$ cat src/rtl/rs_issue_sched_if.sv
// rs_issue_sched_if: handshake bundle between dispatch/CDB/FU and one
// reservation-station issue scheduler.
//   flush_i            : discard all scheduler entries
//   alloc_*            : dispatch offer (valid/ready) plus decoded payload
//   cdb_en_i/cdb_tag_i : common data bus broadcast used for wakeup
//   issue_*            : selected entry presented to the FU (valid/ready)
//   count_o            : occupied scheduler slots
// master = dispatch/FU side driving the scheduler, slave = the scheduler.
interface rs_issue_sched_if #(
  parameter int TAG_W = 5,
  parameter int CNT_W = 3
);
  logic             flush_i;

  logic             alloc_valid_i;
  logic             alloc_ready_o;
  logic [31:0]      alloc_pc_i;
  logic [31:0]      alloc_inst_i;
  logic [TAG_W-1:0] alloc_prs1_addr_i;
  logic [TAG_W-1:0] alloc_prs2_addr_i;
  logic [TAG_W-1:0] alloc_prd_addr_i;
  logic             alloc_prs1_valid_i;
  logic             alloc_prs2_valid_i;

  logic             cdb_en_i;
  logic [TAG_W-1:0] cdb_tag_i;

  logic             issue_valid_o;
  logic             issue_ready_i;
  logic [31:0]      issue_pc_o;
  logic [31:0]      issue_inst_o;
  logic [TAG_W-1:0] issue_prs1_addr_o;
  logic [TAG_W-1:0] issue_prs2_addr_o;
  logic [TAG_W-1:0] issue_prd_addr_o;

  logic [CNT_W-1:0] count_o;

  modport master (
    output flush_i,
    output alloc_valid_i, alloc_pc_i, alloc_inst_i,
    output alloc_prs1_addr_i, alloc_prs2_addr_i, alloc_prd_addr_i,
    output alloc_prs1_valid_i, alloc_prs2_valid_i,
    output cdb_en_i, cdb_tag_i,
    output issue_ready_i,
    input  alloc_ready_o,
    input  issue_valid_o, issue_pc_o, issue_inst_o,
    input  issue_prs1_addr_o, issue_prs2_addr_o, issue_prd_addr_o,
    input  count_o
  );

  modport slave (
    input  flush_i,
    input  alloc_valid_i, alloc_pc_i, alloc_inst_i,
    input  alloc_prs1_addr_i, alloc_prs2_addr_i, alloc_prd_addr_i,
    input  alloc_prs1_valid_i, alloc_prs2_valid_i,
    input  cdb_en_i, cdb_tag_i,
    input  issue_ready_i,
    output alloc_ready_o,
    output issue_valid_o, issue_pc_o, issue_inst_o,
    output issue_prs1_addr_o, issue_prs2_addr_o, issue_prd_addr_o,
    output count_o
  );
endinterface

$ cat src/rtl/rs_issue_sched.sv
// rs_issue_sched: issue scheduler for one reservation-station class.
// Holds up to NUM_ENTRIES instructions, wakes their sources from CDB
// broadcasts and hands the oldest fully-ready entry to the FU.
// Ports:
//   clk_i   : clock, all state updates on the rising edge
//   reset_i : synchronous active-high reset
//   bus     : rs_issue_sched_if.slave (flush, alloc, CDB, issue, count)
// Optional feature: define RS_SAME_CYCLE_WAKEUP_EN to let a CDB match make
// an entry selectable in the broadcast cycle itself; without it, a woken
// entry is first selectable one cycle later.
module rs_issue_sched #(
  parameter int NUM_ENTRIES = 4,
  parameter int TAG_W       = 5,
  parameter int CNT_W       = $clog2(NUM_ENTRIES + 1)
) (
  input logic            clk_i,
  input logic            reset_i,
  rs_issue_sched_if.slave bus
);

  localparam int IDX_W = $clog2(NUM_ENTRIES);
  typedef logic [IDX_W-1:0] idx_t;

  // Slot control state (reset) and payload (not reset, masked by valid)
  logic [NUM_ENTRIES-1:0] valid_q, rdy1_q, rdy2_q;
  // older_q[j][i] = slot j is older than slot i
  logic [NUM_ENTRIES-1:0] older_q [NUM_ENTRIES];
  logic                   lock_q;
  idx_t                   lock_idx_q;

  logic [31:0]      pc_q   [NUM_ENTRIES];
  logic [31:0]      inst_q [NUM_ENTRIES];
  logic [TAG_W-1:0] prs1_q [NUM_ENTRIES];
  logic [TAG_W-1:0] prs2_q [NUM_ENTRIES];
  logic [TAG_W-1:0] prd_q  [NUM_ENTRIES];

  // Wakeup match and select candidates
  logic [NUM_ENTRIES-1:0] hit1, hit2, sel_rdy1, sel_rdy2, cand;

  always_comb begin
    hit1 = '0;
    hit2 = '0;
    for (int i = 0; i < NUM_ENTRIES; i++) begin
      hit1[i] = valid_q[i] && bus.cdb_en_i && (bus.cdb_tag_i == prs1_q[i]);
      hit2[i] = valid_q[i] && bus.cdb_en_i && (bus.cdb_tag_i == prs2_q[i]);
    end
  end

`ifdef RS_SAME_CYCLE_WAKEUP_EN
  assign sel_rdy1 = rdy1_q | hit1;
  assign sel_rdy2 = rdy2_q | hit2;
`else
  assign sel_rdy1 = rdy1_q;
  assign sel_rdy2 = rdy2_q;
`endif

  assign cand = valid_q & sel_rdy1 & sel_rdy2;

  // Oldest candidate: no other candidate is marked older than it
  logic pick_found;
  idx_t pick_idx;
  logic blocked;

  always_comb begin
    pick_found = 1'b0;
    pick_idx   = '0;
    blocked    = 1'b0;
    for (int i = 0; i < NUM_ENTRIES; i++) begin
      blocked = 1'b0;
      for (int j = 0; j < NUM_ENTRIES; j++) begin
        if (cand[j] && older_q[j][i]) blocked = 1'b1;
      end
      if (cand[i] && !blocked && !pick_found) begin
        pick_found = 1'b1;
        pick_idx   = idx_t'(i);
      end
    end
  end

  // A stalled presentation is pinned so the FU sees a stable payload
  logic issue_vld;
  idx_t sel_idx;
  assign sel_idx   = lock_q ? lock_idx_q : pick_idx;
  assign issue_vld = lock_q ? valid_q[lock_idx_q] : pick_found;

  // Lowest-index free slot for allocation
  idx_t free_idx;
  always_comb begin
    free_idx = '0;
    for (int i = NUM_ENTRIES - 1; i >= 0; i--) begin
      if (!valid_q[i]) free_idx = idx_t'(i);
    end
  end

  logic [CNT_W-1:0] count;
  always_comb begin
    count = '0;
    for (int i = 0; i < NUM_ENTRIES; i++) begin
      count = count + CNT_W'(valid_q[i]);
    end
  end

  // Readiness depends only on registered occupancy: an issue fire in the
  // same cycle does not free a slot for allocation.
  logic alloc_ready, alloc_fire, issue_fire;
  assign alloc_ready = ~&valid_q;
  assign alloc_fire  = bus.alloc_valid_i && alloc_ready;
  assign issue_fire  = issue_vld && bus.issue_ready_i;

  logic new_rdy1, new_rdy2;
  assign new_rdy1 = bus.alloc_prs1_valid_i || (bus.alloc_prs1_addr_i == '0) ||
                    (bus.cdb_en_i && (bus.cdb_tag_i == bus.alloc_prs1_addr_i));
  assign new_rdy2 = bus.alloc_prs2_valid_i || (bus.alloc_prs2_addr_i == '0) ||
                    (bus.cdb_en_i && (bus.cdb_tag_i == bus.alloc_prs2_addr_i));

  // Control state update; flush acts as reset and overrides everything
  always_ff @(posedge clk_i) begin
    if (reset_i || bus.flush_i) begin
      valid_q    <= '0;
      rdy1_q     <= '0;
      rdy2_q     <= '0;
      lock_q     <= 1'b0;
      lock_idx_q <= '0;
      for (int i = 0; i < NUM_ENTRIES; i++) older_q[i] <= '0;
    end else begin
      rdy1_q <= rdy1_q | hit1;
      rdy2_q <= rdy2_q | hit2;

      if (alloc_fire) begin
        valid_q[free_idx] <= 1'b1;
        rdy1_q[free_idx]  <= new_rdy1;
        rdy2_q[free_idx]  <= new_rdy2;
        older_q[free_idx] <= '0;
        for (int j = 0; j < NUM_ENTRIES; j++) older_q[j][free_idx] <= valid_q[j];
      end

      // Issue clear comes after alloc so it wins on the shared matrix bits
      if (issue_fire) begin
        valid_q[sel_idx] <= 1'b0;
        older_q[sel_idx] <= '0;
        for (int j = 0; j < NUM_ENTRIES; j++) older_q[j][sel_idx] <= 1'b0;
        lock_q <= 1'b0;
      end else if (issue_vld) begin
        lock_q     <= 1'b1;
        lock_idx_q <= sel_idx;
      end
    end
  end

  // Payload capture
  always_ff @(posedge clk_i) begin
    if (alloc_fire) begin
      pc_q[free_idx]   <= bus.alloc_pc_i;
      inst_q[free_idx] <= bus.alloc_inst_i;
      prs1_q[free_idx] <= bus.alloc_prs1_addr_i;
      prs2_q[free_idx] <= bus.alloc_prs2_addr_i;
      prd_q[free_idx]  <= bus.alloc_prd_addr_i;
    end
  end

  // Outputs; payload is zeroed while nothing is presented
  assign bus.alloc_ready_o     = alloc_ready;
  assign bus.count_o           = count;
  assign bus.issue_valid_o     = issue_vld;
  assign bus.issue_pc_o        = issue_vld ? pc_q[sel_idx]   : '0;
  assign bus.issue_inst_o      = issue_vld ? inst_q[sel_idx] : '0;
  assign bus.issue_prs1_addr_o = issue_vld ? prs1_q[sel_idx] : '0;
  assign bus.issue_prs2_addr_o = issue_vld ? prs2_q[sel_idx] : '0;
  assign bus.issue_prd_addr_o  = issue_vld ? prd_q[sel_idx]  : '0;

endmodule

$ cat src/flat_wrapper.sv
// flat-port wrapper written by rule: the top's interface ports become plain ports
module rs_issue_sched_flat 
#(
  parameter int NUM_ENTRIES = 4,
  parameter int TAG_W       = 5,
  parameter int CNT_W       = $clog2(NUM_ENTRIES + 1)
)
  (clk_i, reset_i, bus_flush_i, bus_alloc_valid_i, bus_alloc_pc_i, bus_alloc_inst_i, bus_alloc_prs1_addr_i, bus_alloc_prs2_addr_i, bus_alloc_prd_addr_i, bus_alloc_prs1_valid_i, bus_alloc_prs2_valid_i, bus_cdb_en_i, bus_cdb_tag_i, bus_issue_ready_i, bus_alloc_ready_o, bus_issue_valid_o, bus_issue_pc_o, bus_issue_inst_o, bus_issue_prs1_addr_o, bus_issue_prs2_addr_o, bus_issue_prd_addr_o, bus_count_o);
  rs_issue_sched_if #(.TAG_W(TAG_W), .CNT_W(CNT_W)) bus_i ();
  input logic clk_i;
  input logic reset_i;
  input wire logic [$bits(bus_i.flush_i)-1:0] bus_flush_i;
  input wire logic [$bits(bus_i.alloc_valid_i)-1:0] bus_alloc_valid_i;
  input wire logic [$bits(bus_i.alloc_pc_i)-1:0] bus_alloc_pc_i;
  input wire logic [$bits(bus_i.alloc_inst_i)-1:0] bus_alloc_inst_i;
  input wire logic [$bits(bus_i.alloc_prs1_addr_i)-1:0] bus_alloc_prs1_addr_i;
  input wire logic [$bits(bus_i.alloc_prs2_addr_i)-1:0] bus_alloc_prs2_addr_i;
  input wire logic [$bits(bus_i.alloc_prd_addr_i)-1:0] bus_alloc_prd_addr_i;
  input wire logic [$bits(bus_i.alloc_prs1_valid_i)-1:0] bus_alloc_prs1_valid_i;
  input wire logic [$bits(bus_i.alloc_prs2_valid_i)-1:0] bus_alloc_prs2_valid_i;
  input wire logic [$bits(bus_i.cdb_en_i)-1:0] bus_cdb_en_i;
  input wire logic [$bits(bus_i.cdb_tag_i)-1:0] bus_cdb_tag_i;
  input wire logic [$bits(bus_i.issue_ready_i)-1:0] bus_issue_ready_i;
  output wire logic [$bits(bus_i.alloc_ready_o)-1:0] bus_alloc_ready_o;
  output wire logic [$bits(bus_i.issue_valid_o)-1:0] bus_issue_valid_o;
  output wire logic [$bits(bus_i.issue_pc_o)-1:0] bus_issue_pc_o;
  output wire logic [$bits(bus_i.issue_inst_o)-1:0] bus_issue_inst_o;
  output wire logic [$bits(bus_i.issue_prs1_addr_o)-1:0] bus_issue_prs1_addr_o;
  output wire logic [$bits(bus_i.issue_prs2_addr_o)-1:0] bus_issue_prs2_addr_o;
  output wire logic [$bits(bus_i.issue_prd_addr_o)-1:0] bus_issue_prd_addr_o;
  output wire logic [$bits(bus_i.count_o)-1:0] bus_count_o;
  assign bus_i.flush_i = bus_flush_i;
  assign bus_i.alloc_valid_i = bus_alloc_valid_i;
  assign bus_i.alloc_pc_i = bus_alloc_pc_i;
  assign bus_i.alloc_inst_i = bus_alloc_inst_i;
  assign bus_i.alloc_prs1_addr_i = bus_alloc_prs1_addr_i;
  assign bus_i.alloc_prs2_addr_i = bus_alloc_prs2_addr_i;
  assign bus_i.alloc_prd_addr_i = bus_alloc_prd_addr_i;
  assign bus_i.alloc_prs1_valid_i = bus_alloc_prs1_valid_i;
  assign bus_i.alloc_prs2_valid_i = bus_alloc_prs2_valid_i;
  assign bus_i.cdb_en_i = bus_cdb_en_i;
  assign bus_i.cdb_tag_i = bus_cdb_tag_i;
  assign bus_i.issue_ready_i = bus_issue_ready_i;
  assign bus_alloc_ready_o = bus_i.alloc_ready_o;
  assign bus_issue_valid_o = bus_i.issue_valid_o;
  assign bus_issue_pc_o = bus_i.issue_pc_o;
  assign bus_issue_inst_o = bus_i.issue_inst_o;
  assign bus_issue_prs1_addr_o = bus_i.issue_prs1_addr_o;
  assign bus_issue_prs2_addr_o = bus_i.issue_prs2_addr_o;
  assign bus_issue_prd_addr_o = bus_i.issue_prd_addr_o;
  assign bus_count_o = bus_i.count_o;
  rs_issue_sched #(.NUM_ENTRIES(NUM_ENTRIES), .TAG_W(TAG_W), .CNT_W(CNT_W)) u_core (.clk_i(clk_i), .reset_i(reset_i), .bus(bus_i));
endmodule
$ cat config.mk
export PLATFORM = sky130hd
export DESIGN_NAME = rs_issue_sched_flat
export DESIGN_NICKNAME = d
export VERILOG_FILES = /design/src/rtl/rs_issue_sched_if.sv /design/src/rtl/rs_issue_sched.sv /design/src/flat_wrapper.sv
export SDC_FILE = /design/constraint.sdc
export NUM_CORES = 1
export LEC_CHECK = 0
export CORE_MARGIN = 2
export CORE_UTILIZATION = 40
export DETAILED_ROUTE_END_ITERATION = 6
export PLACE_DENSITY = 0.59
export SLEW_MARGIN = 20
export SYNTH_ARGS = -nofsm -noshare
export SYNTH_HDL_FRONTEND = slang
export SYNTH_SLANG_ARGS = --single-unit
$ cat constraint.sdc
create_clock -name clk_i -period 9.4 [get_ports clk_i]
set_input_delay 1.41 -clock clk_i [delete_from_list [all_inputs] [get_ports clk_i]]
set_output_delay 1.41 -clock clk_i [all_outputs]
set_load 0.02 [all_outputs]
# After elaboration in Yosys (flattened, before gate mapping)
# Memories as Yosys holds them, arrays and structs flattened.
# Cells that the tools add are included.
# totals
regBits	15
ramBits	332
out_inout_bits	84
n_memories	6
# memory_table
memory	depth	width	read_ports	rd_clocked_by_memory_dff	write_ports	line	text
u_core.inst_q	4	32	1	0	1	rs_issue_sched.sv:32	logic [31:0] inst_q [NUM_ENTRIES];
u_core.pc_q	4	32	1	0	1	rs_issue_sched.sv:31	logic [31:0] pc_q [NUM_ENTRIES];
u_core.prd_q	4	5	1	0	1	rs_issue_sched.sv:35	logic [TAG_W-1:0] prd_q [NUM_ENTRIES];
u_core.prs1_q	4	5	5	0	1	rs_issue_sched.sv:33	logic [TAG_W-1:0] prs1_q [NUM_ENTRIES];
u_core.prs2_q	4	5	5	0	1	rs_issue_sched.sv:34	logic [TAG_W-1:0] prs2_q [NUM_ENTRIES];
u_core.older_q	4	4	4	0	6	rs_issue_sched.sv:27	logic [NUM_ENTRIES-1:0] older_q [NUM_ENTRIES];
# classes
addsub	3
magnitude_cmp	5
n_eq_ne	22
muxes	90
bitwise_logic	184
reduce_logical	59
# ops
op	n
$and A1 B1 Y1	96
$mux W1	66
$mux W32	2
$eq A5 B5 Y1	10
$not A1 Y1	49
$logic_and A1 B1 Y1	41
$or A1 B1 Y1	32
$mux W4	7
$eq A2 B2 Y1 const B	12
$mux W5	3
$mux W2	7
$and A4 B4 Y4	3
$or A4 B4 Y4	3
$logic_not A5 Y1	2
$lt A2 B3 Y1 const B	3
$bwmux W4	2
$logic_not A1 Y1	8
$add A3 B1 Y3	2
$logic_or A1 B1 Y1	5
$demux W1 S2	2
$ge A2 B1 Y1 const B	2
$not A4 Y4	1
$reduce_and A4 Y1	1
$add A1 B1 Y2	1
3 further kinds	3

# Logic depth before layout (Yosys ltp)
# Gate-level depths: netlist (run 1).
# depth
word_depth	34
depth_mapped	10
mapped_depth_nobuf	7

# Least setup slack after synthesis (run 1)
# No wires, ideal clock.
# synth_path
path_type	in2reg
start	input bus_alloc_valid_i
end	memory u_core.older_q[0][0]
t_arrival_ns	4.712
required_time_ns	9.323
setup_slack_ns	4.611
stages	5
n_path_buf	1
path_cell_list	nand2_1 a21oi_1 clkbuf_1 o221ai_1 nor2_1
# synth_lines
item	line	text
start: declaration	flat_wrapper.sv:13	input wire logic [$bits(bus_i.alloc_valid_i)-1:0] bus_alloc_valid_i;
end: declaration	rs_issue_sched.sv:27	

# Worst setup path after layout (run 1)
# layout_path
start	register u_core.valid_q[2]
end	output bus_issue_prs1_addr_o[1]
# layout_between
elab_chain_len	20
# layout_lines
item	line	text
start: declaration	rs_issue_sched.sv:25	logic [NUM_ENTRIES-1:0] valid_q, rdy1_q, rdy2_q;
start signal: assignment	rs_issue_sched.sv:119	valid_q <= '0;
start signal: indexed assignment	rs_issue_sched.sv:130	valid_q[free_idx] <= 1'b1;
start signal: indexed assignment	rs_issue_sched.sv:139	valid_q[sel_idx] <= 1'b0;
$and A4 B4 Y4 (2 in a row)	rs_issue_sched.sv:57	assign cand = valid_q & sel_rdy1 & sel_rdy2;
$logic_and A1 B1 Y1	rs_issue_sched.sv:71	if (cand[j] && older_q[j][i]) blocked = 1'b1;
$mux W1 (2 in a row)	rs_issue_sched.sv:71	
$logic_not A1 Y1	rs_issue_sched.sv:73	if (cand[i] && !blocked && !pick_found) begin
$logic_and A1 B1 Y1	rs_issue_sched.sv:73	
$mux W1	rs_issue_sched.sv:73	
$logic_not A1 Y1	rs_issue_sched.sv:73	
$logic_and A1 B1 Y1	rs_issue_sched.sv:73	
[... 2 more ...]	-	
$logic_and A1 B1 Y1	rs_issue_sched.sv:73	
$mux W1	rs_issue_sched.sv:73	
$logic_not A1 Y1	rs_issue_sched.sv:73	
$logic_and A1 B1 Y1	rs_issue_sched.sv:73	
$mux W2	rs_issue_sched.sv:73	
$mux W2	rs_issue_sched.sv:83	assign sel_idx = lock_q ? lock_idx_q : pick_idx;
$mem_v2 Z4 W5	-	
$mux W5 *	rs_issue_sched.sv:167	assign bus.issue_prs1_addr_o = issue_vld ? prs1_q[sel_idx] : '0;
end: declaration	flat_wrapper.sv:28	output wire logic [$bits(bus_i.issue_prs1_addr_o)-1:0] bus_issue_prs1_addr_o;
# Mark *: on every way between the ends. The rest lies on a longest branch, timed or not. The select of a mux whose other input is x is not followed.

==> run summary, run 1 <==
STATUS
------------------------------------------------------------------------------------
Outcome ............................................................... finished, final reports clean

LOGIC SYNTHESIS
------------------------------------------------------------------------------------
#FFs+latches synth ....................................................          347
Flip-flop cell with the highest count after synthesis ................. sky130_fd_sc_hd__edfxtp_1
Syn. warnings .........................................................            0
Proportion of synthesized flip-flops having asynchronous set or reset .            0
Post-synth design cell area ...........................................   14,100 µm²
Post-synthesis cell type count ........................................           62
Post-synth EDFFs ......................................................          316
Mean Syn Cell Area ....................................................    16.71 µm²
Post-Synthesis Cells ..................................................          844
Net count of the mapped netlist .......................................          940
Share of synthesized area occupied by flip-flops and latches ..........       0.7168

CLOCK TREE
------------------------------------------------------------------------------------
Clock sink count ......................................................          347
CTS root buffer ....................................................... sky130_fd_sc_hd__clkbuf_16
Number of hold-repair buffers added at the cts stage ..................            0
Reg clk slew, reported paths ..........................................        60 ps
Total clock buffers created by CTS ....................................           37
TritonCTS clock tree ..................................................         done
Maximum clock insertion buffer count ..................................            3
H-Tree Level Count ....................................................            2
Resized Gates After CTS ...............................................            0
Post-CTS Repair Setup Buffers .........................................            0
Clock latency of the later-clocked register in the worst-skew pair ....       510 ps

TIMING
------------------------------------------------------------------------------------
Minimum clock period ..................................................      5855 ps
RSZ-0062 raised after global routing ..................................        false
Final-layout worst hold slack .........................................     427.2 ps
Final-report setup violation count ....................................            0
Worst Max-Slew Pin Slew ...............................................      1228 ps
Number of failing hold endpoints at the final stage ...................            0
Fmax ..................................................................    170.8 MHz
Share of the clock period used by the worst path after layout .........       0.6229
Clock Skew ............................................................     9.200 ps
Final setup margin ....................................................      3545 ps
Total Neg Setup Slack .................................................         0 ps
Number of max-slew violations in the final report .....................            0
Headroom to the max-slew limit ........................................       0.1812

FINAL LAYOUT
------------------------------------------------------------------------------------
Antenna diode instance count ..........................................            0
Area Growth Syn to Fin ................................................       23.61%
Fin nets ..............................................................        1,111
Utilization of the core after routing .................................       0.5035
Post-route cell area ..................................................   17,440 µm²
Fraction of final layout cells sized beyond drive strength 1 ..........      0.08549
Final standard cell count with taps included and fillers excluded .....        1,496

ROUTING
------------------------------------------------------------------------------------
Post-DR vias/cell .....................................................        5.248
Number of vias after detailed routing .................................        7,851
Initial detailed-routing violation count ..............................          502
WL per Instance .......................................................     20.84 µm
Aggregate routed wire length ..........................................     31.18 mm
Number of iterations in the first detailed-routing pass ...............            5
Residual DRC ..........................................................            0
Final ANT Viol Nets ...................................................            0

FLOORPLANNING
------------------------------------------------------------------------------------
Total die area ........................................................   36,780 µm²
Number of top-level pins ..............................................          176
Starting Density ......................................................       0.4073
Core ar. ..............................................................   34,630 µm²
Width of the chip .....................................................     191.8 µm
Site Rows .............................................................           68
Die span in y .........................................................     191.8 µm

WORST HOLD PATH
------------------------------------------------------------------------------------
Hold Crit Class .......................................................      reg2reg
Launch instance of the worst min-delay path ........................... u_core.older_q[3][3]

POWER AND IR DROP
------------------------------------------------------------------------------------
Leak pwr ..............................................................     6.732 nW
Overall Power .........................................................     3.230 mW
Maximum vdd ir drop ...................................................    0.1364 mV
Power density cells ................................................... 185.3 nW/µm²

FLOW RUN
------------------------------------------------------------------------------------
Max cap viols .........................................................            0

SETUP PATH
------------------------------------------------------------------------------------
Critical path endpoint category .......................................   output pin
Largest fanout on the critical path ...................................          154
Critical path data arrival time .......................................      4450 ps
Startpoint of the most critical setup path ............................ u_core.valid_q[2]
End of the critical path .............................................. bus_issue_prs1_addr_o[1]
Critical setup path kind ..............................................      reg2out
Reg2reg end ........................................................... u_core.older_q[2][0]
Number of cell instances on the worst register-to-register path .......            8
Worst-case register-to-register setup slack ...........................      6010 ps
Launch instance of the worst register-to-register path ................ u_core.valid_q[1]
Data required time of the worst path ..................................      7990 ps
Kind of start point of the critical path ..............................     register

PLACE
------------------------------------------------------------------------------------
Worst setup slack after placement .....................................      4070 ps
Placed cell area ......................................................   16,280 µm²
Port-buffer cells .....................................................          175
Post-DP HPWL ..........................................................     18.44 mm
Weighted congestion at the end of routability-driven global placement .       0.8409
Total instance count after detailed placement .........................        1,431

GRT
------------------------------------------------------------------------------------
Vias in the first global route ........................................        8,169
Pin count of the biggest net entering global routing ..................          155
Remaining Overflow, GRT ...............................................            0
Global-route wire length before repair ................................     47.79 mm
Total routing resource utilization after global routing ...............       0.1708
Antenna violations before repair ......................................            0

[metal layers]
| layer | track usage | vias to the layer above | share of wire |
|---|---|---|---|
| met2 | 0.2948 | 174 | 0.51 |
| met5 | 0 | - | 0 |
| li1 | - | 3715 | - |
| met1 | 0.2205 | 3932 | 0.43 |
| met3 | 0.03563 | 30 | 0.048 |
| met4 | 0.04112 | 0 | 0.014 |
[registers in the layout (all words and copies together) (netlist names)]
name,flops
u_core.inst_q,128
u_core.lock_idx_q,2
u_core.lock_q,1
u_core.older_q,16
u_core.pc_q,128
u_core.prd_q,20
u_core.prs1_q,20
u_core.prs2_q,20
u_core.rdy1_q,4
u_core.rdy2_q,4
u_core.valid_q,4
[cell usage in the layout, fill, tap and decap left out, drive strengths merged, types with 15 or more instances in the layout]
cell / count
mux2i: 165
dfxtp: 31
edfxtp: 316
clkinv: 15
nor2: 16
o22ai: 79
clkbuf: 47
clkdlybuf4s50: 175
xor2: 34
nand4: 17
xnor2: 17
[worst max-delay path, cell delays in order, from the launching register on]
cell and delay, ps:
sky130_fd_sc_hd__dfxtp_1 740, sky130_fd_sc_hd__nand4_1 200, sky130_fd_sc_hd__a41oi_2 420, sky130_fd_sc_hd__o21ai_2 180
sky130_fd_sc_hd__nand2_4 230, sky130_fd_sc_hd__buf_12 720, sky130_fd_sc_hd__mux2i_1 210, sky130_fd_sc_hd__o22ai_1 260
sky130_fd_sc_hd__clkdlybuf4s50_1 660
[cell usage after synthesis, types with 2 or more instances]
| cell | count | area share |
|---|---|---|
| sky130_fd_sc_hd__edfxtp_1 | 316 | 0.67 |
| sky130_fd_sc_hd__mux2i_1 | 165 | 0.12 |
| sky130_fd_sc_hd__o22ai_1 | 69 | 0.031 |
| sky130_fd_sc_hd__xor2_1 | 34 | 0.021 |
| sky130_fd_sc_hd__dfxtp_1 | 31 | 0.044 |
| sky130_fd_sc_hd__clkbuf_1 | 22 | 0.0059 |
| sky130_fd_sc_hd__xnor2_1 | 17 | 0.011 |
| sky130_fd_sc_hd__buf_2 | 16 | 0.0057 |
| sky130_fd_sc_hd__nor2_1 | 16 | 0.0043 |
| sky130_fd_sc_hd__nand4_1 | 15 | 0.0067 |
| sky130_fd_sc_hd__a21oi_1 | 12 | 0.0043 |
| sky130_fd_sc_hd__buf_4 | 10 | 0.0053 |
| sky130_fd_sc_hd__o22ai_2 | 10 | 0.0089 |
| sky130_fd_sc_hd__nor4_1 | 9 | 0.0040 |
| sky130_fd_sc_hd__nand2_1 | 8 | 0.0021 |
| sky130_fd_sc_hd__o21ai_0 | 8 | 0.0028 |
| sky130_fd_sc_hd__a41o_1 | 6 | 0.0043 |
| sky130_fd_sc_hd__nand3_1 | 6 | 0.0021 |
| sky130_fd_sc_hd__nor3_1 | 6 | 0.0021 |
| sky130_fd_sc_hd__and4b_1 | 4 | 0.0028 |
| sky130_fd_sc_hd__buf_6 | 4 | 0.0032 |
| sky130_fd_sc_hd__inv_1 | 4 | 0.0011 |
| sky130_fd_sc_hd__a2111oi_0 | 3 | 0.0019 |
| sky130_fd_sc_hd__ha_1 | 3 | 0.0027 |
| sky130_fd_sc_hd__nor2b_1 | 3 | 0.0013 |
| sky130_fd_sc_hd__or4_1 | 3 | 0.0016 |
| sky130_fd_sc_hd__a311oi_1 | 2 | 0.0012 |
| sky130_fd_sc_hd__a41oi_1 | 2 | 0.0012 |
| sky130_fd_sc_hd__and2_1 | 2 | 0.00089 |
| sky130_fd_sc_hd__and3_1 | 2 | 0.00089 |
| sky130_fd_sc_hd__nand4_2 | 2 | 0.0018 |
| sky130_fd_sc_hd__o211a_1 | 2 | 0.0014 |
| sky130_fd_sc_hd__o21a_1 | 2 | 0.0011 |
| sky130_fd_sc_hd__o31ai_1 | 2 | 0.0011 |
[final cells by class]
class                      count  area, µm²
fill                        2876      17190
clock buffer                  47       1026
timing repair buffer         185       1839
sequential                   347      10110
tap                          455      569.3
inverter                       4      15.01
clock inverter                18      133.9
multi-input combinational    440       3742
[report_power, final]
part	total, mW	leakage (nW)	switching (mW)	internal, mW
Clock	1.38	0.575	0.554	0.824
Combinational	0.123	3.00	0.0662	0.0571
Sequential	1.73	3.15	0.0109	1.72
Total	3.23	6.73	0.631	2.60
[worst min path at each step]
stage	end	slack, ps	cells past startpoint
global placement	u_core.older_q[3][3]	410	2
global route	u_core.older_q[3][3]	440	2
finish	u_core.older_q[3][3]	430	2
CTS	u_core.older_q[3][3]	430	2
detailed placement	u_core.older_q[3][3]	420	2
floorplan	u_core.older_q[3][3]	400	2
[logic make-up after synthesis]
kind of cell,synth area share
XOR/XNOR,0.03167
multiplexers,0.1195
adder cells (fa/ha/maj),0.004081
flip-flops,0.7168
buffers and inverters,0.02138
AO/OA/AOI/OAI,0.07132
AND/OR/NAND/NOR,0.03531
No activity file was read; power rests on OpenSTA's default activity.
==> run 2: changes to the inputs <==
==> constraint.sdc (replaced) <==
create_clock -name clk_i -period 5.55 [get_ports clk_i]
set_input_delay 0.8325 -clock clk_i [delete_from_list [all_inputs] [get_ports clk_i]]
set_output_delay 0.8325 -clock clk_i [all_outputs]
set_load 0.02 [all_outputs]
==> run summary, run 2 (same netlist as run 1, synthesis figures left out) <==
POWER AND IR DROP
-------------------------------------------------------------------------------------
Design internal power ..................................................     4.479 mW
Power density cells .................................................... 316.7 nW/µm²
Maximum vdd ir drop ....................................................    0.2089 mV
Clock Power Share ......................................................        0.438
Share of total power in sequential cells ...............................        0.525
Net load switching power ...............................................     1.103 mW
Proportion of total power due to net switching .........................       0.1975
Leak pwr ...............................................................     6.806 nW
Gate power share .......................................................        0.037

FLOORPLANNING
-------------------------------------------------------------------------------------
Number of top-level pins ...............................................          176
Width of the chip ......................................................     191.8 µm
Site Rows ..............................................................           68
Core ar. ...............................................................   34,630 µm²
Total die area .........................................................   36,780 µm²
Starting Density .......................................................       0.4073
Die span in y ..........................................................     191.8 µm

FINAL LAYOUT
-------------------------------------------------------------------------------------
Most frequent cells in the layout ...................................... sky130_fd_sc_hd__edfxtp_1, sky130_fd_sc_hd__clkdlybuf4s50_1, sky130_fd_sc_hd__mux2i_1
Most frequent standard cell in the layout excluding fill and tap cells . sky130_fd_sc_hd__edfxtp_1
Biggest registers after layout ......................................... u_core.inst_q x128, u_core.pc_q x128
Fraction of final layout cells sized beyond drive strength 1 ...........      0.08857
Post-route cell area ...................................................   17,620 µm²
Fin nets ...............................................................        1,117
Area Growth Syn to Fin .................................................       24.94%

ROUTING
-------------------------------------------------------------------------------------
Number of vias after detailed routing ..................................        7,985
Post-DR vias/cell ......................................................        5.302
Initial detailed-routing violation count ...............................          535
Residual DRC ...........................................................            0
Number of iterations in the first detailed-routing pass ................            7
Aggregate routed wire length ...........................................     30.87 mm
WL per Instance ........................................................     20.50 µm
Final ANT Viol Nets ....................................................            0

TIMING
-------------------------------------------------------------------------------------
Worst Max-Slew Pin Slew ................................................     905.3 ps
Final-report setup violation count .....................................            0
Number of failing hold endpoints at the final stage ....................            0
Fmax ...................................................................    200.1 MHz
RSZ-0062 raised after global routing ...................................        false
Clock Skew .............................................................     18.05 ps
Total Neg Setup Slack ..................................................         0 ps
Number of max-slew violations in the final report ......................            0
Share of the clock period used by the worst path after layout ..........       0.9006
Headroom to the max-slew limit .........................................       0.3943
Minimum clock period ...................................................      4998 ps

GRT
-------------------------------------------------------------------------------------
Pin count of the biggest net entering global routing ...................           92
Fraction of met2 tracks used by global routing .........................       0.2962
Total routing resource utilization after global routing ................       0.1697
Antenna violations before repair .......................................            1
Remaining Overflow, GRT ................................................            0
Met1 layer usage reported by global route ..............................       0.2115
M3 GR Usage ............................................................      0.03654
Vias in the first global route .........................................        8,370
Global-route wire length before repair .................................     47.40 mm
Highest-utilization routing layer at the global route stage ............         met2

SETUP PATH
-------------------------------------------------------------------------------------
Launch instance of the worst register-to-register path ................. u_core.valid_q[2]
Worst-case register-to-register setup slack ............................      2440 ps
Critical setup path kind ...............................................      reg2out
Critical path data arrival time ........................................      4170 ps
Kind of start point of the critical path ...............................     register
Number of cell instances on the worst register-to-register path ........            7
Critical path endpoint category ........................................   output pin
Largest fanout on the critical path ....................................           48
Reg2reg end ............................................................ u_core.valid_q[1]
Data required time of the worst path ...................................      4720 ps

CLOCK TREE
-------------------------------------------------------------------------------------
TritonCTS clock tree ...................................................         done
Maximum clock insertion buffer count ...................................            3
Post-CTS Repair Setup Buffers ..........................................            0
Total clock buffers created by CTS .....................................           39
H-Tree Level Count .....................................................            2
CTS root buffer ........................................................ sky130_fd_sc_hd__clkbuf_16
Reg clk slew, reported paths ...........................................        50 ps
Clock sink count .......................................................          347
Clock latency of the later-clocked register in the worst-skew pair .....       520 ps
Number of hold-repair buffers added at the cts stage ...................            0
Resized Gates After CTS ................................................            0

PLACE
-------------------------------------------------------------------------------------
Weighted congestion at the end of routability-driven global placement ..       0.8153
Post-DP HPWL ...........................................................     17.82 mm
Placed cell area .......................................................   16,390 µm²
Port-buffer cells ......................................................          175

WORST HOLD PATH
-------------------------------------------------------------------------------------
Hold Crit Class ........................................................      reg2reg
Depth of the worst hold-timing path ....................................            2
Launch instance of the worst min-delay path ............................ u_core.older_q[3][3]
End point of the worst hold path ....................................... u_core.older_q[3][3]

STATUS
-------------------------------------------------------------------------------------
Outcome ................................................................ finished, final reports clean

FLOW RUN
-------------------------------------------------------------------------------------
Max cap viols ..........................................................            0

==> run 2: changes by cell type in the layout (fill, tap and decap cells not counted), moves of 2 or more <==
cell	previous run	this run
sky130_fd_sc_hd__buf_12	1	8
sky130_fd_sc_hd__clkbuf_1	6	12
sky130_fd_sc_hd__buf_4	9	6
sky130_fd_sc_hd__clkbuf_8	2	0
sky130_fd_sc_hd__clkinv_2	7	4
==> run 2: final cells by class <==
class	count	area, µm²
well taps	455	569.3
repair buffers	189	1957
clock buffers	52	1046
fillers	2925	17010
multi-input cells	440	3742
inverters	4	15.01
flip-flops and latches	347	10110
diodes	1	2.502
clock inverters	18	181.4
==> run 2: how the worst max path moves through the flow <==
stage	cells after the start	slack [ps]	from	endpoint
after floorplan	5	1340	bus_alloc_valid_i	u_core.older_q[0][0]
after global routing	8	260	u_core.valid_q[2]	bus_issue_inst_o[14]
final	8	550	u_core.valid_q[2]	bus_issue_inst_o[17]
after detailed placement	8	1080	u_core.valid_q[2]	bus_issue_pc_o[29]
after CTS	8	500	u_core.valid_q[2]	bus_issue_pc_o[29]
after global placement	8	1180	u_core.valid_q[2]	bus_issue_pc_o[29]
==> run 2: worst max-delay path, stage by stage (launching register included) <==
cell and delay [ps]:
sky130_fd_sc_hd__dfxtp_1 730, sky130_fd_sc_hd__and4b_1 320, sky130_fd_sc_hd__nand4_1 230, sky130_fd_sc_hd__nand2_1 160
sky130_fd_sc_hd__a32o_1 510, sky130_fd_sc_hd__nand2_4 410, sky130_fd_sc_hd__buf_12 340, sky130_fd_sc_hd__o22ai_1 260
sky130_fd_sc_hd__clkdlybuf4s50_1 660
==> run 2: layer usage <==
| layer | part of all wire | wire length [µm] | up-vias |
|---|---|---|---|
| li1 | - | - | 3744 |
| met2 | 0.51 | 15750 | 175 |
| met4 | 0.019 | 601 | 0 |
| met1 | 0.42 | 13040 | 4022 |
| met5 | 0 | 0 | - |
| met3 | 0.047 | 1466 | 44 |
==> run 2: stage by stage <==
stage | setup slack, ps | hold slack [ps] | util | cells | power, mW
finish | 551.7 | 431.5 | 0.5089 | 1506 | 5.582
global route | 257.5 | 447.9 | 0.5089 | 1505 | 5.777
CTS | 502.7 | 434.0 | 0.5089 | 1505 | 5.653
detailed placement | 1082 | 417.4 | 0.4734 | 1435 | 3.193
global placement | 1177 | 417.4 | 0.4734 | 1435 | 3.189
floorplan | 1338 | 404.2 | - | 844 | 3.070
==> run 2: power by group through the flow <==
stage | Sequential [mW] | Clock, mW | Combinational [mW]
2_1_floorplan | 2.98 | 0 | 0.0865
3_3_place_gp | 2.98 | 0 | 0.208
3_5_place_dp | 2.98 | 0 | 0.210
4_1_cts | 2.93 | 2.51 | 0.211
5_1_grt | 2.93 | 2.62 | 0.226
6_report | 2.93 | 2.45 | 0.207
